## src/rtl/tlc_pkg.sv

```systemverilog
// ---------------------------------------------------------------------------
// tlc_pkg
// Shared types and constants for the multi-approach traffic-light controller.
//   phase_e  : controller phase (GREEN / YELLOW / ALL_RED), 2-bit encoded
//   LT_*     : per-approach lamp codes, bit order {red, yellow, green}
// ---------------------------------------------------------------------------
package tlc_pkg;

    typedef enum logic [1:0] {
        GREEN   = 2'd0,
        YELLOW  = 2'd1,
        ALL_RED = 2'd2
    } phase_e;

    localparam logic [2:0] LT_GREEN  = 3'b001;
    localparam logic [2:0] LT_YELLOW = 3'b010;
    localparam logic [2:0] LT_RED    = 3'b100;

endpackage

```

## src/rtl/tlc_rr_pick.sv

```systemverilog
// ---------------------------------------------------------------------------
// tlc_rr_pick
// Combinational round-robin picker. Finds the first pending approach after
// active_ch, wrapping N_CH-1 to 0. The active approach itself is never picked.
// Ports:
//   pending   in  N_CH   pending-request vector
//   active_ch in  CH_W   approach currently owning the phase
//   next_ch   out CH_W   selected successor (active_ch when none pending)
//   valid     out 1      some approach other than active_ch is pending
// ---------------------------------------------------------------------------
module tlc_rr_pick
    import tlc_pkg::*;
#(
    parameter int N_CH = 4
) (
    input  logic [N_CH-1:0]         pending,
    input  logic [$clog2(N_CH)-1:0] active_ch,
    output logic [$clog2(N_CH)-1:0] next_ch,
    output logic                    valid
);

    localparam int CH_W = $clog2(N_CH);

    logic [CH_W-1:0] idx;

    // NOTE: every variable written here gets a default first, so no path
    // leaves it unassigned and no latch is inferred.
    always_comb begin
        next_ch = active_ch;
        valid   = 1'b0;
        idx     = active_ch;
        // Scan from the farthest successor down to the nearest one, so the
        // nearest pending approach is the last (winning) assignment.
        for (int k = N_CH - 1; k >= 1; k--) begin
            idx = CH_W'((int'(active_ch) + k) % N_CH);
            if (pending[idx]) begin
                next_ch = idx;
                valid   = 1'b1;
            end
        end
    end

endmodule

```

## src/rtl/tlc_multi_phase.sv

```systemverilog
// ---------------------------------------------------------------------------
// tlc_multi_phase
// N-approach traffic-light controller. Serves approaches round-robin, skipping
// those without a request, through GREEN -> YELLOW -> ALL_RED phases timed by
// an external one-clock tick pulse. Green holds indefinitely when nobody else
// is waiting.
// Optional feature macro: TLC_EMERGENCY_PREEMPT_EN (adds emg_req / emg_ch).
// Ports:
//   clk        in  1       clock
//   rst        in  1       synchronous active-high reset
//   tick       in  1       timing pulse; timers advance only when high
//   req        in  N_CH    per-approach vehicle sensor (level or pulse)
//   emg_req    in  1       emergency request (feature only)
//   emg_ch     in  CH_W    emergency approach (feature only)
//   light      out 3*N_CH  per approach {red,yellow,green}
//   active_ch  out CH_W    approach currently owning the phase
//   phase      out 2       0=GREEN, 1=YELLOW, 2=ALL_RED
// ---------------------------------------------------------------------------
module tlc_multi_phase
    import tlc_pkg::*;
#(
    parameter int N_CH        = 4,
    parameter int CNT_W       = 6,
    parameter int T_GREEN_MIN = 10,
    parameter int T_GREEN_MAX = 30,
    parameter int T_YELLOW    = 3,
    parameter int T_ALLRED    = 1,
    parameter int HOME_CH     = 0
) (
    input  logic                    clk,
    input  logic                    rst,
    input  logic                    tick,
    input  logic [N_CH-1:0]         req,
`ifdef TLC_EMERGENCY_PREEMPT_EN
    input  logic                    emg_req,
    input  logic [$clog2(N_CH)-1:0] emg_ch,
`endif
    output logic [3*N_CH-1:0]       light,
    output logic [$clog2(N_CH)-1:0] active_ch,
    output logic [1:0]              phase
);

    localparam int CH_W = $clog2(N_CH);

    if (N_CH < 2 || N_CH > 8 || HOME_CH < 0 || HOME_CH >= N_CH) begin : g_bad_ch
        $error("tlc_multi_phase: N_CH must be 2..8 and HOME_CH < N_CH");
    end
    if (T_GREEN_MIN < 1 || T_GREEN_MAX < T_GREEN_MIN || T_YELLOW < 1 || T_ALLRED < 1 ||
        T_GREEN_MAX >= (1 << CNT_W) || T_YELLOW >= (1 << CNT_W) ||
        T_ALLRED >= (1 << CNT_W)) begin : g_bad_timing
        $error("tlc_multi_phase: phase times out of range for CNT_W");
    end

    // One extra bit so timer+1 compares never wrap.
    localparam logic [CNT_W:0] GMIN = (CNT_W+1)'(T_GREEN_MIN);
    localparam logic [CNT_W:0] GMAX = (CNT_W+1)'(T_GREEN_MAX);
    localparam logic [CNT_W:0] TYEL = (CNT_W+1)'(T_YELLOW);
    localparam logic [CNT_W:0] TAR  = (CNT_W+1)'(T_ALLRED);

    phase_e           state;
    logic [CH_W-1:0]  active_q;
    logic [CH_W-1:0]  next_q;
    logic [CNT_W-1:0] timer;
    logic [N_CH-1:0]  pending;

    logic [CNT_W:0]   timer_inc;
    logic [CH_W-1:0]  rr_next;
    logic [CH_W-1:0]  green_ch;
    logic [N_CH-1:0]  req_set;
    logic [N_CH-1:0]  clear_mask;
    logic             rr_valid;
    logic             min_green_met;
    logic             yellow_done;
    logic             allred_done;

    logic             emg_active;
    logic             emg_hold;
    logic             emg_preempt;
    logic [CH_W-1:0]  emg_sel;

`ifdef TLC_EMERGENCY_PREEMPT_EN
    assign emg_active  = emg_req;
    assign emg_sel     = emg_ch;
    assign emg_hold    = emg_req && (emg_ch == active_q);
    assign emg_preempt = emg_req && (emg_ch != active_q);
`else
    assign emg_active  = 1'b0;
    assign emg_sel     = '0;
    assign emg_hold    = 1'b0;
    assign emg_preempt = 1'b0;
`endif

    tlc_rr_pick #(
        .N_CH (N_CH)
    ) u_rr_pick (
        .pending   (pending),
        .active_ch (active_q),
        .next_ch   (rr_next),
        .valid     (rr_valid)
    );

    assign timer_inc     = {1'b0, timer} + (CNT_W+1)'(1);
    assign min_green_met = tick && (timer_inc >= GMIN) && rr_valid;
    assign yellow_done   = tick && (timer_inc == TYEL);
    assign allred_done   = tick && (timer_inc == TAR);
    // An emergency overrides the latched successor right up to the GREEN edge.
    assign green_ch      = emg_active ? emg_sel : next_q;

    always_comb begin
        req_set = req;
        if (state == GREEN) begin
            req_set[active_q] = 1'b0;
        end
        clear_mask = '0;
        if (state == ALL_RED && allred_done) begin
            clear_mask[green_ch] = 1'b1;
        end
    end

    // NOTE: sequential state uses non-blocking assignments so every register
    // samples pre-edge values regardless of statement order.
    always_ff @(posedge clk) begin
        if (rst) begin
            state    <= GREEN;
            active_q <= CH_W'(HOME_CH);
            next_q   <= CH_W'(HOME_CH);
            timer    <= '0;
            pending  <= '0;
        end else begin
            // Clear applied after set: an approach entering GREEN drops its
            // request even if its sensor is high on that edge.
            pending <= (pending | req_set) & ~clear_mask;
            unique case (state)
                GREEN: begin
                    if (emg_hold) begin
                        // Emergency on the active approach: hold, timer frozen.
                    end else if (emg_preempt) begin
                        state  <= YELLOW;
                        timer  <= '0;
                        next_q <= emg_sel;
                    end else if (min_green_met) begin
                        state  <= YELLOW;
                        timer  <= '0;
                        next_q <= rr_next;
                    end else if (tick && timer_inc <= GMAX) begin
                        timer <= timer_inc[CNT_W-1:0];
                    end
                end
                YELLOW: begin
                    if (emg_active) next_q <= emg_sel;
                    if (yellow_done) begin
                        state <= ALL_RED;
                        timer <= '0;
                    end else if (tick) begin
                        timer <= timer_inc[CNT_W-1:0];
                    end
                end
                ALL_RED: begin
                    if (emg_active) next_q <= emg_sel;
                    if (allred_done) begin
                        state    <= GREEN;
                        active_q <= green_ch;
                        timer    <= '0;
                    end else if (tick) begin
                        timer <= timer_inc[CNT_W-1:0];
                    end
                end
                default: begin
                    state <= GREEN;
                    timer <= '0;
                end
            endcase
        end
    end

    // Lamp decode straight from registered state: changes on the state edge.
    always_comb begin
        light = {N_CH{LT_RED}};
        for (int i = 0; i < N_CH; i++) begin
            if (CH_W'(i) == active_q) begin
                if (state == GREEN)       light[3*i +: 3] = LT_GREEN;
                else if (state == YELLOW) light[3*i +: 3] = LT_YELLOW;
            end
        end
    end

    assign active_ch = active_q;
    assign phase     = state;

endmodule

```

## config.mk

```make
export PLATFORM = sky130hd
export DESIGN_NAME = tlc_multi_phase
export DESIGN_NICKNAME = d
export VERILOG_FILES = /design/src/rtl/tlc_pkg.sv /design/src/rtl/tlc_rr_pick.sv /design/src/rtl/tlc_multi_phase.sv
export SDC_FILE = /design/constraint.sdc
export NUM_CORES = 1
export LEC_CHECK = 0
export CORE_UTILIZATION = 52
export CTS_CLUSTER_SIZE = 28
export DETAILED_ROUTE_END_ITERATION = 16
export GPL_TIMING_DRIVEN = 0
export PLACE_DENSITY = 0.79
export SYNTH_ARGS = -nofsm -noshare
export SYNTH_HDL_FRONTEND = slang
export SYNTH_HIERARCHICAL = 1
export SYNTH_SLANG_ARGS = --single-unit
```

## constraint.sdc

```tcl
create_clock -name clk -period 3 [get_ports clk]
set_input_delay 0.3 -clock clk [delete_from_list [all_inputs] [get_ports clk]]
set_output_delay 0.3 -clock clk [all_outputs]
set_load 0.01 [all_outputs]
```

==> results of run 1 <==
-- metrics by stage --
step                setup slack, ps  cells
floorplan                     791.4    156
global placement              468.8    206
detailed placement            435.3    206
CTS                           422.5    209
global route                  228.8    209
finish                        416.2    209
-- worst max-delay path: cells and delay by family, from the launching register on --
kind / cells / cell delay [ps]
AO/OA/AOI/OAI: 3 / 1060
adder cells (fa/ha/maj): 1 / 200
buffers and inverters: 1 / 160
flip-flops: 1 / 510
multiplexers: 1 / 270
AND/OR/NAND/NOR: 2 / 280
-- cells in the mapped netlist (all sizes together), types with 2 or more instances --
cell    instances  share of area (%)
nor2           21                6.3
dfxtp          16                 26
nand2          12                3.6
a21oi          10                4.0
o21ai          10                4.0
inv             9                2.7
nor3            7                2.8
buf             5                3.4
mux2i           5                4.0
ha              4                4.0
nand2b          4                2.0
nand3           4                2.0
nor2b           4                3.2
o21a            4                2.5
a31oi           3                1.5
clkbuf          3               0.90
a211oi          2                1.2
a221oi          2                1.9
a22o            2                1.4
nand3b          2                1.2
nand4           2                1.0
o211ai          2                1.6
o221ai          2                1.4
or3             2                1.0
xnor2           2                1.4
-- final cells by class --
| type | count | area [um^2] |
|---|---|---|
| Inverter | 10 | 37.54 |
| Fill cell | 201 | 700.7 |
| Tap cell | 28 | 35.03 |
| Timing Repair Buffer | 22 | 220.2 |
| Sequential cell | 16 | 320.3 |
| Clock buffer | 3 | 22.52 |
| Buffer | 8 | 53.80 |
| Multi-Input combinational cell | 122 | 843.3 |
-- power groups by stage --
stage          clock (uW)  sequential, uW  combinational (uW)
5_1_grt               123             229                68.1
4_1_cts               116             228                60.6
3_5_place_dp            0             233                60.3
3_3_place_gp            0             232                58.6
2_1_floorplan           0             230                42.9
6_report              115             228                60.9
-- logic make-up (layout without fill, tap and decap cells) --
logic type	after synthesis	in the layout	synth area share, %
buffers and inverters	18	43	7.277
muxes	6	6	4.885
xor gates and xnor gates	2	2	1.396
and+or+nand+nor	62	62	25.92
DFF	16	16	25.52
AOI/OAI and AO/OA	48	48	31.01
adders and majority gates	4	4	3.988
-- layout by cell type, fill, tap and decap left out, types with 3 or more instances in the layout --
cell type / n
sky130_fd_sc_hd__nor2_1: 21
sky130_fd_sc_hd__mux2i_1: 5
sky130_fd_sc_hd__nand2_1: 12
sky130_fd_sc_hd__nand3_1: 3
sky130_fd_sc_hd__clkdlybuf4s50_1: 22
sky130_fd_sc_hd__clkbuf_1: 3
sky130_fd_sc_hd__ha_1: 4
sky130_fd_sc_hd__nor3_1: 7
sky130_fd_sc_hd__dfxtp_1: 16
sky130_fd_sc_hd__o21a_1: 3
sky130_fd_sc_hd__a21oi_1: 10
sky130_fd_sc_hd__a31oi_1: 3
sky130_fd_sc_hd__inv_1: 9
sky130_fd_sc_hd__nand2b_1: 4
sky130_fd_sc_hd__clkbuf_4: 3
sky130_fd_sc_hd__o21ai_0: 8
-- registers in the layout, summed over array words and instances, names as in the netlist --
name / count
timer: 6
active_ch: 2
pending: 4
green_ch: 2
phase: 2
-- worst min path at each step --
stage,endpoint,slack [ps],depth (start not counted)
floorplan,pending[2],460,1
global placement,pending[2],500,1
detailed placement,pending[3],510,1
CTS,pending[2],530,1
global route,pending[2],560,1
finish,pending[3],530,1
-- layer usage --
metal	track usage (%)	routed length (um)
met4	12.50	44
met5	0	0
met3	4.464	85
met2	44.08	1493
met1	32.30	1420
==> report_table.html, run 1 <==
<table>
<tr><th>Metric</th><th>Value</th></tr>
<tr><th colspan="2">Run status</th></tr>
<tr><td>Run status</td><td>finished, final reports clean</td></tr>
<tr><th colspan="2">Power</th></tr>
<tr><td>Static leakage power</td><td>0.0005282 uW</td></tr>
<tr><td>Internal Pwr Total</td><td>292.9 uW</td></tr>
<tr><td>Power share of the sequential group</td><td>56.4%</td></tr>
<tr><td>Peak ir drop on the vdd network</td><td>0.2632 mV</td></tr>
<tr><td>Net Switching</td><td>111.0 uW</td></tr>
<tr><td>Switching part of the total power</td><td>27.49%</td></tr>
<tr><td>Clock power share</td><td>28.5%</td></tr>
<tr><td>Power Dens Cells</td><td>263.6 nW/um^2</td></tr>
<tr><td>Total chip power</td><td>404.0 uW</td></tr>
<tr><td>Combinational cell fraction of total power</td><td>15.1%</td></tr>
<tr><th colspan="2">Final layout</th></tr>
<tr><td>Layout cell share with drive strength beyond 1</td><td>11.60%</td></tr>
<tr><td>Number of antenna cells inserted</td><td>0</td></tr>
<tr><td>Share of the core filled with cells</td><td>68.63%</td></tr>
<tr><td>Final instance area</td><td>1533 um^2</td></tr>
<tr><td>Fin nets</td><td>194</td></tr>
<tr><td>Synth-to-Final Area Change</td><td>22.13%</td></tr>
<tr><th colspan="2">Detailed routing</th></tr>
<tr><td>Count of routing violations after the opening detailed-route iteration</td><td>49</td></tr>
<tr><td>Vias/cell</td><td>5.919</td></tr>
<tr><td>Total DRC errors in the routed layout</td><td>0</td></tr>
<tr><td>Detailed-route via count</td><td>1,237</td></tr>
<tr><td>Antenna-violating nets left</td><td>0</td></tr>
<tr><td>Total wire length after detailed routing</td><td>3043 um</td></tr>
<tr><td>Post-detailed-route wirelength per cell</td><td>14.56 um</td></tr>
<tr><td>First-pass detailed-route iteration total</td><td>4</td></tr>
<tr><th colspan="2">Die</th></tr>
<tr><td>Vertical extent of the die</td><td>51.13 um</td></tr>
<tr><td>I/O pin count</td><td>23</td></tr>
<tr><td>Starting Density</td><td>56.19%</td></tr>
<tr><td>Placeable core region</td><td>2233 um^2</td></tr>
<tr><td>Number of core rows</td><td>17</td></tr>
<tr><td>Width of the die</td><td>51.13 um</td></tr>
<tr><td>Total Die Area</td><td>2614 um^2</td></tr>
<tr><th colspan="2">Clock network</th></tr>
<tr><td>Worst-case clock buffer depth</td><td>2</td></tr>
<tr><td>TritonCTS sink count</td><td>16</td></tr>
<tr><td>Inserted Clock Buffers</td><td>3</td></tr>
<tr><td>Post-CTS setup buffer count</td><td>0</td></tr>
<tr><td>Hold buffer count at cts</td><td>0</td></tr>
<tr><td>H-tree depth reported by CTS</td><td>1</td></tr>
<tr><td>Post-cts gate resize count</td><td>0</td></tr>
<tr><td>CTS Root Cell</td><td>sky130_fd_sc_hd__clkbuf_4</td></tr>
<tr><td>CTS tree</td><td>built</td></tr>
<tr><td>Clock Latency Late Sink</td><td>290 ps</td></tr>
<tr><td>CTS clk-pin slew, worst paths</td><td>90 ps</td></tr>
<tr><th colspan="2">GRT</th></tr>
<tr><td>Total global routing track utilization</td><td>26.30%</td></tr>
<tr><td>Largest net degree at the start of global routing</td><td>12</td></tr>
<tr><td>Via count of the first global-routing pass</td><td>1,150</td></tr>
<tr><td>Global-route wire length before repair</td><td>5202 um</td></tr>
<tr><td>Sum of overflow across all layers after global routing</td><td>0</td></tr>
<tr><td>Initial antenna violation count</td><td>0</td></tr>
<tr><th colspan="2">Worst setup path</th></tr>
<tr><td>Delay contributed by the slowest stage of the critical path</td><td>510 ps</td></tr>
<tr><td>R2r worst-path depth</td><td>8</td></tr>
<tr><td>Terminus of the critical flop-to-flop path</td><td>timer[0]</td></tr>
<tr><td>Peak fanout along the critical path</td><td>9</td></tr>
<tr><td>Startpoint of the most critical setup path</td><td>timer[0]</td></tr>
<tr><td>Kind of launch point of the worst setup path</td><td>flop</td></tr>
<tr><td>Crit Path Category</td><td>flop to flop</td></tr>
<tr><td>Capturing instance or port of the critical path</td><td>timer[0]</td></tr>
<tr><td>Data arrival time of the critical path</td><td>2770 ps</td></tr>
<tr><td>Slowest library cell on the worst path</td><td>sky130_fd_sc_hd__dfxtp_1</td></tr>
<tr><td>Worst path cell trace</td><td>ha_1 -&gt; buf_4 -&gt; nand3_2 -&gt; o31ai_4 -&gt; a2bb2oi_4 -&gt; o311a_1 -&gt; nor3_1 -&gt; mux2_2</td></tr>
<tr><td>Launch point of the worst reg-to-reg path</td><td>timer[0]</td></tr>
<tr><td>Endpoint required time on the critical path</td><td>3190 ps</td></tr>
<tr><td>Crit end category</td><td>flop</td></tr>
<tr><td>Flop-to-flop setup slack</td><td>420 ps</td></tr>
<tr><th colspan="2">Yosys</th></tr>
<tr><td>Prevailing post-synth register cell</td><td>sky130_fd_sc_hd__dfxtp_1</td></tr>
<tr><td>Post-Syn Area</td><td>1255 um^2</td></tr>
<tr><td>Fraction of the yosys area taken by sequential cells</td><td>25.52%</td></tr>
<tr><td>Count of mapped cells out of synthesis</td><td>156</td></tr>
<tr><td>Post-synthesis sequential element count</td><td>16</td></tr>
<tr><td>Number of enable flip-flop cells after synthesis</td><td>0</td></tr>
<tr><td>Yosys warnings</td><td>6</td></tr>
<tr><td>Net count after synthesis</td><td>167</td></tr>
<tr><td>Post-synthesis cell type count</td><td>50</td></tr>
<tr><td>Synthesized area divided by synthesized cell count</td><td>8.045 um^2</td></tr>
<tr><td>Async set-reset flop share out of synthesis</td><td>0%</td></tr>
<tr><th colspan="2">Timing</th></tr>
<tr><td>Slew at the pin closest to its max-slew limit</td><td>457.1 ps</td></tr>
<tr><td>Tcrit/Tclk final</td><td>86.13%</td></tr>
<tr><td>Setup TNS after final layout</td><td>0 ps</td></tr>
<tr><td>Layout Skew</td><td>1.982 ps</td></tr>
<tr><td>Max-slew violations</td><td>0</td></tr>
<tr><td>Final count of negative-setup-slack endpoints</td><td>0</td></tr>
<tr><td>RSZ-0062 raised after global routing</td><td>no</td></tr>
<tr><td>Worst hold margin</td><td>526.5 ps</td></tr>
<tr><td>Final-report hold violation count</td><td>0</td></tr>
<tr><td>Achievable frequency</td><td>387.0 MHz</td></tr>
<tr><td>Relative slew margins</td><td>69.53%</td></tr>
<tr><td>Clock period minus final worst setup slack</td><td>2584 ps</td></tr>
<tr><th colspan="2">Placed design</th></tr>
<tr><td>Global placer's final weighted congestion</td><td>0.8560</td></tr>
<tr><td>Number of I/O port buffers</td><td>22</td></tr>
<tr><td>Placed wire-length estimate after detailed placement</td><td>2318 um</td></tr>
<tr><td>Instance area after placement</td><td>1510 um^2</td></tr>
<tr><th colspan="2">Flow run</th></tr>
<tr><td>Number of max-cap violations</td><td>0</td></tr>
<tr><th colspan="2">Worst hold path</th></tr>
<tr><td>Worst min-delay path category</td><td>flop to flop</td></tr>
<tr><td>Start point of the worst hold path</td><td>green_ch[1]</td></tr>
</table>
Power figures use the tool's default switching activity.
==> run 2, diff against run 1 <==
--- a/config.mk
+++ b/config.mk
@@ -5,12 +5,12 @@
 export SDC_FILE = /design/constraint.sdc
 export NUM_CORES = 1
 export LEC_CHECK = 0
-export CORE_UTILIZATION = 52
+export CORE_UTILIZATION = 53
 export CTS_CLUSTER_SIZE = 28
 export DETAILED_ROUTE_END_ITERATION = 16
 export GPL_TIMING_DRIVEN = 0
 export PLACE_DENSITY = 0.79
 export SYNTH_ARGS = -nofsm -noshare
 export SYNTH_HDL_FRONTEND = slang
-export SYNTH_HIERARCHICAL = 1
 export SYNTH_SLANG_ARGS = --single-unit
+export TNS_END_PERCENT = 20
==> report_table.html, run 2 <==
<table>
<tr><th>Metric</th><th>Value</th></tr>
<tr><th colspan="2">Timing</th></tr>
<tr><td>Layout Skew</td><td>12.26 ps (was 1.982 ps)</td></tr>
<tr><td>Achievable frequency</td><td>371.8 MHz (was 387.0 MHz)</td></tr>
<tr><td>RSZ-0062 raised after global routing</td><td>no (unchanged)</td></tr>
<tr><td>Final-report hold violation count</td><td>0 (unchanged)</td></tr>
<tr><td>Tcrit/Tclk final</td><td>89.65% (was 86.13%)</td></tr>
<tr><td>Slew at the pin closest to its max-slew limit</td><td>570.1 ps (was 457.1 ps)</td></tr>
<tr><td>Worst hold margin</td><td>452.4 ps (was 526.5 ps)</td></tr>
<tr><td>Relative slew margins</td><td>61.49% (was 69.53%)</td></tr>
<tr><td>Max-slew violations</td><td>0 (unchanged)</td></tr>
<tr><td>Setup TNS after final layout</td><td>0 ps (unchanged)</td></tr>
<tr><td>Clock period minus final worst setup slack</td><td>2690 ps (was 2584 ps)</td></tr>
<tr><td>Final count of negative-setup-slack endpoints</td><td>0 (unchanged)</td></tr>
<tr><th colspan="2">Flow run</th></tr>
<tr><td>Number of max-cap violations</td><td>0 (unchanged)</td></tr>
<tr><th colspan="2">Clock network</th></tr>
<tr><td>CTS tree</td><td>built (unchanged)</td></tr>
<tr><td>CTS Root Cell</td><td>sky130_fd_sc_hd__clkbuf_4 (unchanged)</td></tr>
<tr><td>TritonCTS sink count</td><td>16 (unchanged)</td></tr>
<tr><td>Hold buffer count at cts</td><td>0 (unchanged)</td></tr>
<tr><td>Post-CTS setup buffer count</td><td>0 (unchanged)</td></tr>
<tr><td>Inserted Clock Buffers</td><td>3 (unchanged)</td></tr>
<tr><td>CTS clk-pin slew, worst paths</td><td>110 ps (was 90 ps)</td></tr>
<tr><td>Clock Latency Late Sink</td><td>290 ps (about the same)</td></tr>
<tr><td>Worst-case clock buffer depth</td><td>2 (unchanged)</td></tr>
<tr><td>Post-cts gate resize count</td><td>0 (unchanged)</td></tr>
<tr><td>H-tree depth reported by CTS</td><td>1 (unchanged)</td></tr>
<tr><th colspan="2">Power</th></tr>
<tr><td>Internal Pwr Total</td><td>326.2 uW (was 292.9 uW)</td></tr>
<tr><td>Static leakage power</td><td>0.0006406 uW (was 0.0005282 uW)</td></tr>
<tr><td>Clock power share</td><td>33.2% (was 28.5%)</td></tr>
<tr><td>Combinational cell fraction of total power</td><td>16.9% (was 15.1%)</td></tr>
<tr><td>Switching part of the total power</td><td>27.80% (was 27.49%)</td></tr>
<tr><td>Net Switching</td><td>125.6 uW (was 111.0 uW)</td></tr>
<tr><td>Power share of the sequential group</td><td>49.9% (was 56.4%)</td></tr>
<tr><td>Power Dens Cells</td><td>267.1 nW/um^2 (was 263.6 nW/um^2)</td></tr>
<tr><td>Peak ir drop on the vdd network</td><td>0.3140 mV (was 0.2632 mV)</td></tr>
<tr><th colspan="2">Final layout</th></tr>
<tr><td>Number of antenna cells inserted</td><td>0 (unchanged)</td></tr>
<tr><td>Most frequent cells in the layout</td><td>sky130_fd_sc_hd__clkdlybuf4s50_1 (21), sky130_fd_sc_hd__nand2_1 (19), sky130_fd_sc_hd__nor2_1 (19), sky130_fd_sc_hd__dfxtp_1 (16), sky130_fd_sc_hd__a21oi_1 (15) (was sky130_fd_sc_hd__clkdlybuf4s50_1 (22), sky130_fd_sc_hd__nor2_1 (21), sky130_fd_sc_hd__dfxtp_1 (16), sky130_fd_sc_hd__nand2_1 (12), sky130_fd_sc_hd__a21oi_1 (10))</td></tr>
<tr><td>Count of filler cells inserted in the layout</td><td>226 (was 201)</td></tr>
<tr><td>Fin nets</td><td>227 (was 194)</td></tr>
<tr><td>Layout cell share with drive strength beyond 1</td><td>9.479% (was 11.60%)</td></tr>
<tr><td>Synth-to-Final Area Change</td><td>20.18% (was 22.13%)</td></tr>
<tr><td>Largest reg by FF count</td><td>timer (unchanged)</td></tr>
<tr><td>Final instance area</td><td>1692 um^2 (was 1533 um^2)</td></tr>
<tr><td>Top flop regs</td><td>timer: 6 flops, pending: 4 flops (unchanged)</td></tr>
<tr><td>Commonest non-fill, non-tap cell in the layout</td><td>sky130_fd_sc_hd__clkdlybuf4s50_1 (unchanged)</td></tr>
<tr><td>Flip-flop count of the largest register after layout</td><td>6 (unchanged)</td></tr>
<tr><th colspan="2">Die</th></tr>
<tr><td>Placeable core region</td><td>2500 um^2 (was 2233 um^2)</td></tr>
<tr><td>Width of the die</td><td>53.54 um (was 51.13 um)</td></tr>
<tr><td>Total Die Area</td><td>2866 um^2 (was 2614 um^2)</td></tr>
<tr><td>Starting Density</td><td>56.31% (was 56.19%)</td></tr>
<tr><td>I/O pin count</td><td>23 (unchanged)</td></tr>
<tr><td>Number of core rows</td><td>18 (was 17)</td></tr>
<tr><td>Vertical extent of the die</td><td>53.54 um (was 51.13 um)</td></tr>
<tr><th colspan="2">Yosys</th></tr>
<tr><td>Async set-reset flop share out of synthesis</td><td>0% (unchanged)</td></tr>
<tr><td>Yosys warnings</td><td>0 (was 6)</td></tr>
<tr><td>Leading post-synthesis cells by instance count</td><td>sky130_fd_sc_hd__nand2_1 (19), sky130_fd_sc_hd__nor2_1 (19), sky130_fd_sc_hd__dfxtp_1 (16), sky130_fd_sc_hd__a21oi_1 (15), sky130_fd_sc_hd__inv_1 (9) (was sky130_fd_sc_hd__nor2_1 (21), sky130_fd_sc_hd__dfxtp_1 (16), sky130_fd_sc_hd__nand2_1 (12), sky130_fd_sc_hd__a21oi_1 (10), sky130_fd_sc_hd__inv_1 (9))</td></tr>
<tr><td>Top cells by area, synth</td><td>sky130_fd_sc_hd__dfxtp_1 (23%), sky130_fd_sc_hd__ha_1 (7.1%), sky130_fd_sc_hd__a21oi_1 (5.3%), sky130_fd_sc_hd__nand2_1 (5.1%), sky130_fd_sc_hd__nor2_1 (5.1%) (was sky130_fd_sc_hd__dfxtp_1 (26%), sky130_fd_sc_hd__nor2_1 (6.3%), sky130_fd_sc_hd__a21oi_1 (4.0%), sky130_fd_sc_hd__ha_1 (4.0%), sky130_fd_sc_hd__mux2i_1 (4.0%))</td></tr>
<tr><td>Yosys top cell by area</td><td>sky130_fd_sc_hd__dfxtp_1 (unchanged)</td></tr>
<tr><td>Count of mapped cells out of synthesis</td><td>186 (was 156)</td></tr>
<tr><td>Fraction of the yosys area taken by sequential cells</td><td>22.76% (was 25.52%)</td></tr>
<tr><td>Synthesized area divided by synthesized cell count</td><td>7.568 um^2 (was 8.045 um^2)</td></tr>
<tr><td>Post-synthesis cell type count</td><td>50 (unchanged)</td></tr>
<tr><td>Net count after synthesis</td><td>201 (was 167)</td></tr>
<tr><td>Post-synthesis sequential element count</td><td>16 (unchanged)</td></tr>
<tr><td>Area share of the largest cell type after synthesis</td><td>22.76% (was 25.52%)</td></tr>
<tr><td>Post-Syn Area</td><td>1408 um^2 (was 1255 um^2)</td></tr>
<tr><td>Prevailing post-synth register cell</td><td>sky130_fd_sc_hd__dfxtp_1 (unchanged)</td></tr>
<tr><td>Number of enable flip-flop cells after synthesis</td><td>0 (unchanged)</td></tr>
<tr><th colspan="2">Detailed routing</th></tr>
<tr><td>Antenna-violating nets left</td><td>0 (unchanged)</td></tr>
<tr><td>Total wire length after detailed routing</td><td>3534 um (was 3043 um)</td></tr>
<tr><td>Count of routing violations after the opening detailed-route iteration</td><td>83 (was 49)</td></tr>
<tr><td>First-pass detailed-route iteration total</td><td>4 (unchanged)</td></tr>
<tr><td>Detailed-route via count</td><td>1,486 (was 1,237)</td></tr>
<tr><td>Post-detailed-route wirelength per cell</td><td>14.66 um (was 14.56 um)</td></tr>
<tr><td>Total DRC errors in the routed layout</td><td>0 (unchanged)</td></tr>
<tr><td>Vias/cell</td><td>6.166 (was 5.919)</td></tr>
<tr><th colspan="2">GRT</th></tr>
<tr><td>Global-route wire length before repair</td><td>5823 um (was 5202 um)</td></tr>
<tr><td>Initial antenna violation count</td><td>0 (unchanged)</td></tr>
<tr><td>Largest net degree at the start of global routing</td><td>11 (was 12)</td></tr>
<tr><td>Via count of the first global-routing pass</td><td>1,275 (was 1,150)</td></tr>
<tr><td>Total global routing track utilization</td><td>28.00% (was 26.30%)</td></tr>
<tr><td>Sum of overflow across all layers after global routing</td><td>0 (unchanged)</td></tr>
<tr><th colspan="2">Placed design</th></tr>
<tr><td>Instance area after placement</td><td>1655 um^2 (was 1510 um^2)</td></tr>
<tr><td>Number of I/O port buffers</td><td>21 (was 22)</td></tr>
<tr><td>Placed wire-length estimate after detailed placement</td><td>2687 um (was 2318 um)</td></tr>
<tr><td>Global placer's final weighted congestion</td><td>0.9506 (was 0.8560)</td></tr>
<tr><th colspan="2">Worst hold path</th></tr>
<tr><td>Hold depth</td><td>2 (was 1)</td></tr>
<tr><td>Start point of the worst hold path</td><td>rst (was green_ch[1])</td></tr>
<tr><td>Worst min-delay path category</td><td>primary input to flop (was flop to flop)</td></tr>
<tr><th colspan="2">Worst setup path</th></tr>
<tr><td>Startpoint of the most critical setup path</td><td>timer[1] (was timer[0])</td></tr>
<tr><td>Crit end category</td><td>flop (unchanged)</td></tr>
<tr><td>Flop-to-flop setup slack</td><td>310 ps (was 420 ps)</td></tr>
<tr><td>Kind of launch point of the worst setup path</td><td>flop (unchanged)</td></tr>
<tr><td>Endpoint required time on the critical path</td><td>3160 ps (was 3190 ps)</td></tr>
<tr><td>R2r worst-path depth</td><td>8 (unchanged)</td></tr>
<tr><td>Data arrival time of the critical path</td><td>2850 ps (was 2770 ps)</td></tr>
<tr><td>Launch point of the worst reg-to-reg path</td><td>timer[1] (was timer[0])</td></tr>
<tr><td>Crit Path Category</td><td>flop to flop (unchanged)</td></tr>
<tr><td>Peak fanout along the critical path</td><td>9 (unchanged)</td></tr>
<tr><th colspan="2">Run status</th></tr>
<tr><td>Run status</td><td>finished, final reports clean (unchanged)</td></tr>
</table>
-- run 2: cell count changes in the layout (fill, tap and decap cells not counted), moves of 3 or more --
cell,delta
sky130_fd_sc_hd__and3_1,+7
sky130_fd_sc_hd__nand2_1,+7
sky130_fd_sc_hd__a311oi_1,+6
sky130_fd_sc_hd__o21ai_0,-6
sky130_fd_sc_hd__a21oi_1,+5
sky130_fd_sc_hd__ha_1,+4
sky130_fd_sc_hd__xor2_1,+4
sky130_fd_sc_hd__a211oi_1,+3
sky130_fd_sc_hd__clkbuf_1,+3
sky130_fd_sc_hd__nor2b_1,+3
sky130_fd_sc_hd__o21a_1,-3
-- run 2: stage by stage --
step	setup slack [ps]	power, uW	instances	utilization [%]
after floorplan	833.7	283.7	186	-
after global placement	407.9	303.4	237	66.22
after detailed placement	379.7	304.4	237	66.22
after CTS	333.1	454.0	241	67.67
after global routing	111.1	471.9	241	67.67
final	310.4	451.8	241	67.67
-- run 2: final cells by class --
type	instances	area [um^2]	area share, %
clock buffer	4	36.28	2.145
buffer	14	72.57	4.290
multi-input combinational	146	977.2	57.77
timing repair buffer	21	210.2	12.43
sequential	16	320.3	18.93
inverter	10	37.54	2.219
tap	30	37.54	2.219
-- run 2: cell families (layout without fill, tap and decap cells) --
kind of cell | after synthesis | count (layout) | share of synthesized area, %
buffers and inverters | 24 | 49 | 7.821
XOR/XNOR | 6 | 6 | 3.733
adder cells (fa/ha/maj) | 8 | 8 | 7.111
AO/OA/AOI/OAI | 52 | 52 | 27.38
flip-flops | 16 | 16 | 22.76
AND/OR/NAND/NOR | 72 | 72 | 25.07
multiplexers | 8 | 8 | 6.133
-- run 2: routing by layer --
metal / part of all wire (%) / GRT usage [%] / routed length, um
met5: 0 / 0 / 0
met4: 0.54 / 6.579 / 19
met3: 9.0 / 5.650 / 318
met2: 43 / 40.63 / 1511
met1: 48 / 41.97 / 1685
-- run 2: path summary, 6_finish.rpt --
check                                    end
worst max-delay path            active_ch[1]
worst min-delay path              pending[0]
worst max register to register  active_ch[1]
worst min register to register    pending[1]
-- run 2: power groups by stage --
stage          Combinational, uW  Clock [uW]  Sequential, uW
2_1_floorplan               55.9           0             228
3_3_place_gp                73.9           0             230
3_5_place_dp                74.4           0             230
4_1_cts                     75.1         154             225
5_1_grt                     85.3         160             226
6_report                    76.5         150             225
-- run 2: worst max-delay path, cell delays in order, from the launching register on --
cell	delay, ps
sky130_fd_sc_hd__dfxtp_1	520
sky130_fd_sc_hd__ha_1	210
sky130_fd_sc_hd__clkbuf_1	300
sky130_fd_sc_hd__and3_1	270
sky130_fd_sc_hd__a31o_2	250
sky130_fd_sc_hd__nand4_1	210
sky130_fd_sc_hd__nor2_1	500
sky130_fd_sc_hd__mux2i_1	250
sky130_fd_sc_hd__nor2_1	60
